===== src/rtl/pc_fetch_unit_pkg.sv =====
// pc_fetch_unit_pkg: shared constants and FSM state type for the fetch sequencer.
package pc_fetch_unit_pkg;
    localparam logic [31:0] EBREAK_INSTR         = 32'h0010_0073;
    localparam logic [31:0] DEFAULT_RESET_VECTOR = 32'h0000_0000;
    typedef enum logic [1:0] {
        ST_BOOT  = 2'd0,
        ST_RUN   = 2'd1,
        ST_HALT  = 2'd2,
        ST_FAULT = 2'd3
    } state_t;
endpackage


===== src/rtl/pc_fetch_unit_next.sv =====
// pc_next_logic: combinational next-PC select with alignment and range checks.
module pc_next_logic #(
    parameter int IMEM_DEPTH = 64
) (
    input  logic [31:0] i_pc,
    input  logic        i_pc_src,
    input  logic        i_jalr_sel,
    input  logic [31:0] i_imm_ext,
    input  logic [31:0] i_alu_result,
    output logic [31:0] o_next_pc,
    output logic [31:0] o_pc_plus4,
    output logic        o_misalign,
    output logic        o_out_of_range
);
    assign o_pc_plus4     = i_pc + 32'd4;
    // JALR clears only bit 0, so a target with bit 1 set is still reported misaligned
    assign o_next_pc      = !i_pc_src ? o_pc_plus4 :
                            i_jalr_sel ? {i_alu_result[31:1], 1'b0} : i_pc + i_imm_ext;
    assign o_misalign     = o_next_pc[1:0] != 2'b00;
    assign o_out_of_range = {2'b00, o_next_pc[31:2]} >= 32'(IMEM_DEPTH);
endmodule


===== src/rtl/pc_fetch_unit.sv =====
// pc_fetch_unit: PC owner for the single-cycle RV32I core with boot, stall, halt, fault and retire count.
module pc_fetch_unit
    import pc_fetch_unit_pkg::*;
#(
    parameter logic [31:0] RESET_VECTOR = DEFAULT_RESET_VECTOR,
    parameter int          IMEM_DEPTH   = 64,
    parameter bit          HALT_EBREAK  = 1'b1
) (
    input  logic        CLK,
    input  logic        RST,
    input  logic [31:0] Instr,
    input  logic        PCSrc,
    input  logic        JalrSel,
    input  logic [31:0] ImmExt,
    input  logic [31:0] ALUResult,
    input  logic        Stall,
    output logic [31:0] PC,
    output logic [31:0] PCPlus4,
    output logic        FetchValid,
    output logic        Halted,
    output logic        Fault,
    output logic [31:0] FaultPC,
    output logic [63:0] InstRet
);
    state_t      r_state;
    logic [31:0] r_pc;
    logic [31:0] r_fault_pc;
    logic [63:0] r_instret;
    logic        r_valid;
    logic        r_halted;
    logic        r_fault;
    logic [31:0] w_next_pc;
    logic        w_misalign;
    logic        w_out_of_range;
    logic        w_ebreak;

    pc_next_logic #(.IMEM_DEPTH(IMEM_DEPTH)) u_next (
        .i_pc           (r_pc),
        .i_pc_src       (PCSrc),
        .i_jalr_sel     (JalrSel),
        .i_imm_ext      (ImmExt),
        .i_alu_result   (ALUResult),
        .o_next_pc      (w_next_pc),
        .o_pc_plus4     (PCPlus4),
        .o_misalign     (w_misalign),
        .o_out_of_range (w_out_of_range)
    );

    assign w_ebreak = HALT_EBREAK && (Instr == EBREAK_INSTR);

    always_ff @(posedge CLK or negedge RST) begin
        if (!RST) begin
            r_state    <= ST_BOOT;
            r_pc       <= RESET_VECTOR;
            r_valid    <= 1'b0;
            r_halted   <= 1'b0;
            r_fault    <= 1'b0;
            r_fault_pc <= '0;
            r_instret  <= '0;
        end else begin
            case (r_state)
                ST_BOOT: begin
                    r_state <= ST_RUN;
                    r_valid <= 1'b1;
                end
                ST_RUN: if (!Stall) begin
                    // halting and faulting instructions still count as retired
                    r_instret <= r_instret + 64'd1;
                    if (w_ebreak) begin
                        r_state  <= ST_HALT;
                        r_valid  <= 1'b0;
                        r_halted <= 1'b1;
                    end else if (w_misalign || w_out_of_range) begin
                        r_state    <= ST_FAULT;
                        r_valid    <= 1'b0;
                        r_fault    <= 1'b1;
                        r_fault_pc <= w_next_pc;
                    end else begin
                        r_pc <= w_next_pc;
                    end
                end
                default: r_state <= r_state;
            endcase
        end
    end

    assign PC         = r_pc;
    assign FetchValid = r_valid;
    assign Halted     = r_halted;
    assign Fault      = r_fault;
    assign FaultPC    = r_fault_pc;
    assign InstRet    = r_instret;
endmodule


===== config.mk =====
export PLATFORM = sky130hd
export DESIGN_NAME = pc_fetch_unit
export DESIGN_NICKNAME = d
export VERILOG_FILES = /design/src/rtl/pc_fetch_unit_pkg.sv /design/src/rtl/pc_fetch_unit_next.sv /design/src/rtl/pc_fetch_unit.sv
export SDC_FILE = /design/constraint.sdc
export NUM_CORES = 1
export LEC_CHECK = 0
export CAP_MARGIN = 25
export CORE_MARGIN = 8
export CORE_UTILIZATION = 48
export DETAILED_ROUTE_END_ITERATION = 12
export GPL_ROUTABILITY_DRIVEN = 0
export GPL_TIMING_DRIVEN = 0
export HOLD_SLACK_MARGIN = 0.15
export MAX_ROUTING_LAYER = met4
export PLACE_DENSITY = 0.82
export SLEW_MARGIN = 20
export SYNTH_ARGS = -nofsm -noshare
export SYNTH_HDL_FRONTEND = slang
export SYNTH_SLANG_ARGS = --single-unit

===== constraint.sdc =====
create_clock -name CLK -period 5 [get_ports CLK]
set_clock_uncertainty 0.05 [all_clocks]
set_input_delay 0.5 -clock CLK [delete_from_list [all_inputs] [get_ports CLK]]
set_output_delay 0.5 -clock CLK [all_outputs]
set_load 0.02 [all_outputs]

==> results of run 1 <==
## power by group through the flow
| stage | registers (mW) | clock network [mW] | logic (mW) |
|---|---|---|---|
| after floorplan | 1.34 | 0 | 0.196 |
| after global placement | 1.23 | 0 | 0.657 |
| after detailed placement | 1.24 | 0 | 0.668 |
| after CTS | 1.22 | 1.36 | 0.674 |
| after global routing | 1.23 | 1.40 | 0.720 |
| final | 1.22 | 1.34 | 0.672 |
## cells in the final DEF, fill, tap and decap left out, drive strengths merged, types with 18 or more instances in the layout
cell type,count
nand4,28
o21ai,39
nor3,25
xor2,32
buf,18
nor2b,32
clkdlybuf4s50,260
inv,18
dfrtp,133
clkbuf,43
ha,33
and3,20
nor2,72
a21oi,42
mux2,19
nand2,102
nand3,39
a21o,23
xnor2,76
## worst register-to-register path: cells and delay by family, from the launching register on
kind,cells,cell delay (ns)
AO/OA/AOI/OAI,4,1.56
AND/OR/NAND/NOR,5,1.28
adder cells (fa/ha/maj),2,0.63
flip-flops,1,0.46
multiplexers,1,0.35
buffers and inverters,2,0.30
## registers in the layout, summed over array words and instances (netlist names)
register and cells:
r_state 2, Fault 1, FetchValid 1, Halted 1, FaultPC 32, PC 32, InstRet 64
## metal layers
| layer | GRT usage | up-vias | share of wire |
|---|---|---|---|
| li1 | - | 3913 | - |
| met5 | - | - | 0 |
| met1 | 0.316 | 4019 | 0.40 |
| met3 | 0.0795 | 90 | 0.097 |
| met2 | 0.428 | 437 | 0.46 |
| met4 | 0.133 | 0 | 0.041 |
## how the worst max path moves through the flow
stage	end	slack (ns)	depth (start not counted)
2_1_floorplan	PC[6]$_DFFE_PN0P_	1.24	14
3_3_place_gp	InstRet[56]$_DFFE_PN0P_	-1.93	1
3_5_place_dp	PC[5]$_DFFE_PN0P_	-0.06	15
4_1_cts	PC[5]$_DFFE_PN0P_	0.39	15
5_1_grt	PC[5]$_DFFE_PN0P_	0.08	16
6_report	PC[5]$_DFFE_PN0P_	0.23	15
## through the flow
stage                     cells  area [sq um]  setup TNS, ns  total power [mW]
after floorplan             930          8560              0              1.53
after global placement     1420         11500        -254.79              1.89
after detailed placement   1421         11500         -0.165              1.90
after CTS                  1454         12100              0              3.25
after global routing       1457         12100              0              3.35
final                      1457         12100              0              3.23
## final cells by class
type	count	area, sq um	area share
Multi-Input combinational cell	742	4990	0.411
Antenna cell	3	7.51	0.000619
Buffer	42	195	0.0161
Timing Repair Buffer	263	2660	0.219
Tap cell	229	287	0.0236
Clock buffer	17	425	0.0351
Sequential cell	133	3330	0.274
Clock inverter	15	195	0.0161
Inverter	13	48.8	0.00402
## cell usage after synthesis, drive strengths merged (10+ instances only)
| cell type | number | area, sq um |
|---|---|---|
| o21ai | 39 | 206 |
| nand2 | 102 | 385 |
| xnor2 | 76 | 666 |
| inv | 13 | 48.8 |
| mux2 | 19 | 214 |
| clkbuf | 26 | 97.6 |
| nor3 | 25 | 161 |
| and4 | 13 | 114 |
| xor2 | 32 | 280 |
| and3 | 20 | 125 |
| buf | 16 | 97.6 |
| nand3 | 39 | 195 |
| and2 | 13 | 83.8 |
| o211ai | 11 | 82.6 |
| nand4 | 28 | 181 |
| dfrtp | 133 | 3330 |
| a21oi | 42 | 210 |
| ha | 33 | 413 |
| a21o | 23 | 173 |
| nor2b | 32 | 200 |
| nor2 | 72 | 270 |
| mux2i | 10 | 100 |
## kinds of logic after synthesis
group | synth area share
compound gates | 0.157
xor+xnor | 0.110
flops | 0.389
mux | 0.0367
buf+inv | 0.0285
fa+ha+maj | 0.0506
simple gates | 0.229
==> impl_results.md, run 1 <==
- HPWL after DPL: 23300 um
- Final Routed Wirelength: 29700 um
- Iteration-0 DRC Markers: 787
- H-tree level count: 4
- Number of buffers inserted by port buffering: 261
- Synth Instances: 930
- Core occupancy in the finished layout: 0.685
- Max-slew violations: 0
- Seq/Total Area, Yosys: 0.389
- Mapped Avg Cell Area: 9.21 sq um
- Most instantiated flip-flop cell in the synthesis netlist: dfrtp_1
- Antenna violations before repair: 3
- Core Area: 17700 sq um
- Reg-to-reg critical path startpoint: PC[0]$_DFFE_PN0P_
- Total via count after detailed routing: 8459
- Count of maximum capacitance violations: 0
- Final Hold Slack: 0.417 ns
- R2r worst-path depth: 14
- Post-CTS resize count: 0
- Clock input transition at the sequential cells of the worst setup and hold paths: 0.07 ns
- Run status: completed
- Number of ports placed on the die boundary: 264
- Portion of total power attributed to combinational logic: 0.208
- Setup crit start kind: input pin
- Total die area: 22400 sq um
- Startpoint of the most critical hold path: Fault$_DFFE_PN0P_
- Latest clock arrival within the worst-skew pair: 0.43 ns
- Leakage: 5.32 nW
- Maximum operating frequency: 210 MHz
- Highest ir drop seen on vdd: 0.275 mV
- Clock tree from TritonCTS: done
- Count of synthesis-stage warnings from yosys: 0
- Detailed-route DRC error count: 0
- # setup viols final: 0
- Total of flip-flops plus latches after synthesis: 133
- Final ANT Viol Nets: 0
- Relative slew slack: 0.504
- Clock Tree Buf Depth: 2
- Hold violation total from the final report: 0
- Highest net fanout along the worst path: 10
- Global-route wire length before repair: 46100 um
- Hold WC Path Type: reg2reg
- Psw: 0.945 mW
- Number of global-route vias before repair: 8517
- Endpoint of the lowest-slack register-to-register path: PC[5]$_DFFE_PN0P_
- Sinks on the clock net: 133
- Final period util: 0.953
- Worst path bufs/invs: 3
- Average wire per cell in the routed design: 20.4 um
- Pin count of the biggest net entering global routing: 99
- Critical setup path kind: in2reg
- Share of final-layout standard cells stronger than drive strength 1: 0.0604
- Nets in the synthesized netlist: 1065
- Part of the power in the clock network: 0.414
- Setup repair after global routing missed its margin: false
- Worst path required time: 5.26 ns
- Endpoint with the worst hold slack: Fault$_DFFE_PN0P_
- Total Nets Final: 1347
- Post-CTS setup buffer count: 0
- Setup WS pre-CTS: -0.0579 ns
- Internal power: 2.28 mW
- Die Height: 150 um
- Overflow left after global routing: 0
- Proportion of total power due to net switching: 0.293
- Slew at the pin closest to its max-slew limit: 0.736 ns
- Combined area of all synthesized cells: 8560 sq um
- Pre-antenna DRT Iters: 5
- Number of enable-type register cells in the synthesized netlist: 0
- Power per cell area: 266 nW/um^2
- Slowest cell on crit path: a2111oi_1
- Die outline width: 150 um
- Distinct cells, synth: 75
- Global router's overall resource usage: 0.273
- Element type at the critical path end: register
- Share of synthesized registers carrying an async set or reset: 1.00
- Via-to-Cell Ratio: 5.81
- Root Buffer: clkbuf_16
- Cts bufs inserted: 17
- Final Critical Period: 4.77 ns
- Sequential share of power: 0.378
- Origin of the worst setup path: ImmExt[0]
- Effective utilization at floorplan: 0.483
- Worst stage delay on the critical path: 0.74 ns
- PnR worst setup slack: 0.235 ns
- Number of cell rows: 49
- Hold-critical path depth: 1
- Cts-stage hold buffer count: 1
- Data arrival time at the worst-slack endpoint: 5.02 ns
- Synthesis-to-layout area growth: 41.7%
- Gate family responsible for the most delay along the worst path: compound AO/OA/AOI/OAI gates
- Setup slack of the worst register-to-register path: 0.26 ns
- Cell chain of the critical path: clkdlybuf4s50_1, ha_1, inv_1, fa_1, nor2b_1, o2111ai_1, a2111oi_1, nor3_2, a31o_2, a21oi_1, and4bb_1, nand4_2, nor3_4, buf_6, mux2_1
- # fillers: 1419
No activity file was read; power rests on OpenSTA's default activity.
==> run 2: changes to the inputs <==
--- a/config.mk
+++ b/config.mk
@@ -18,3 +18,4 @@
 export SYNTH_ARGS = -nofsm -noshare
 export SYNTH_HDL_FRONTEND = slang
 export SYNTH_SLANG_ARGS = --single-unit
+export TNS_END_PERCENT = 100
==> results of run 2 <==
Same layout as run 1: the final DEF is identical, and so are final timing and power.
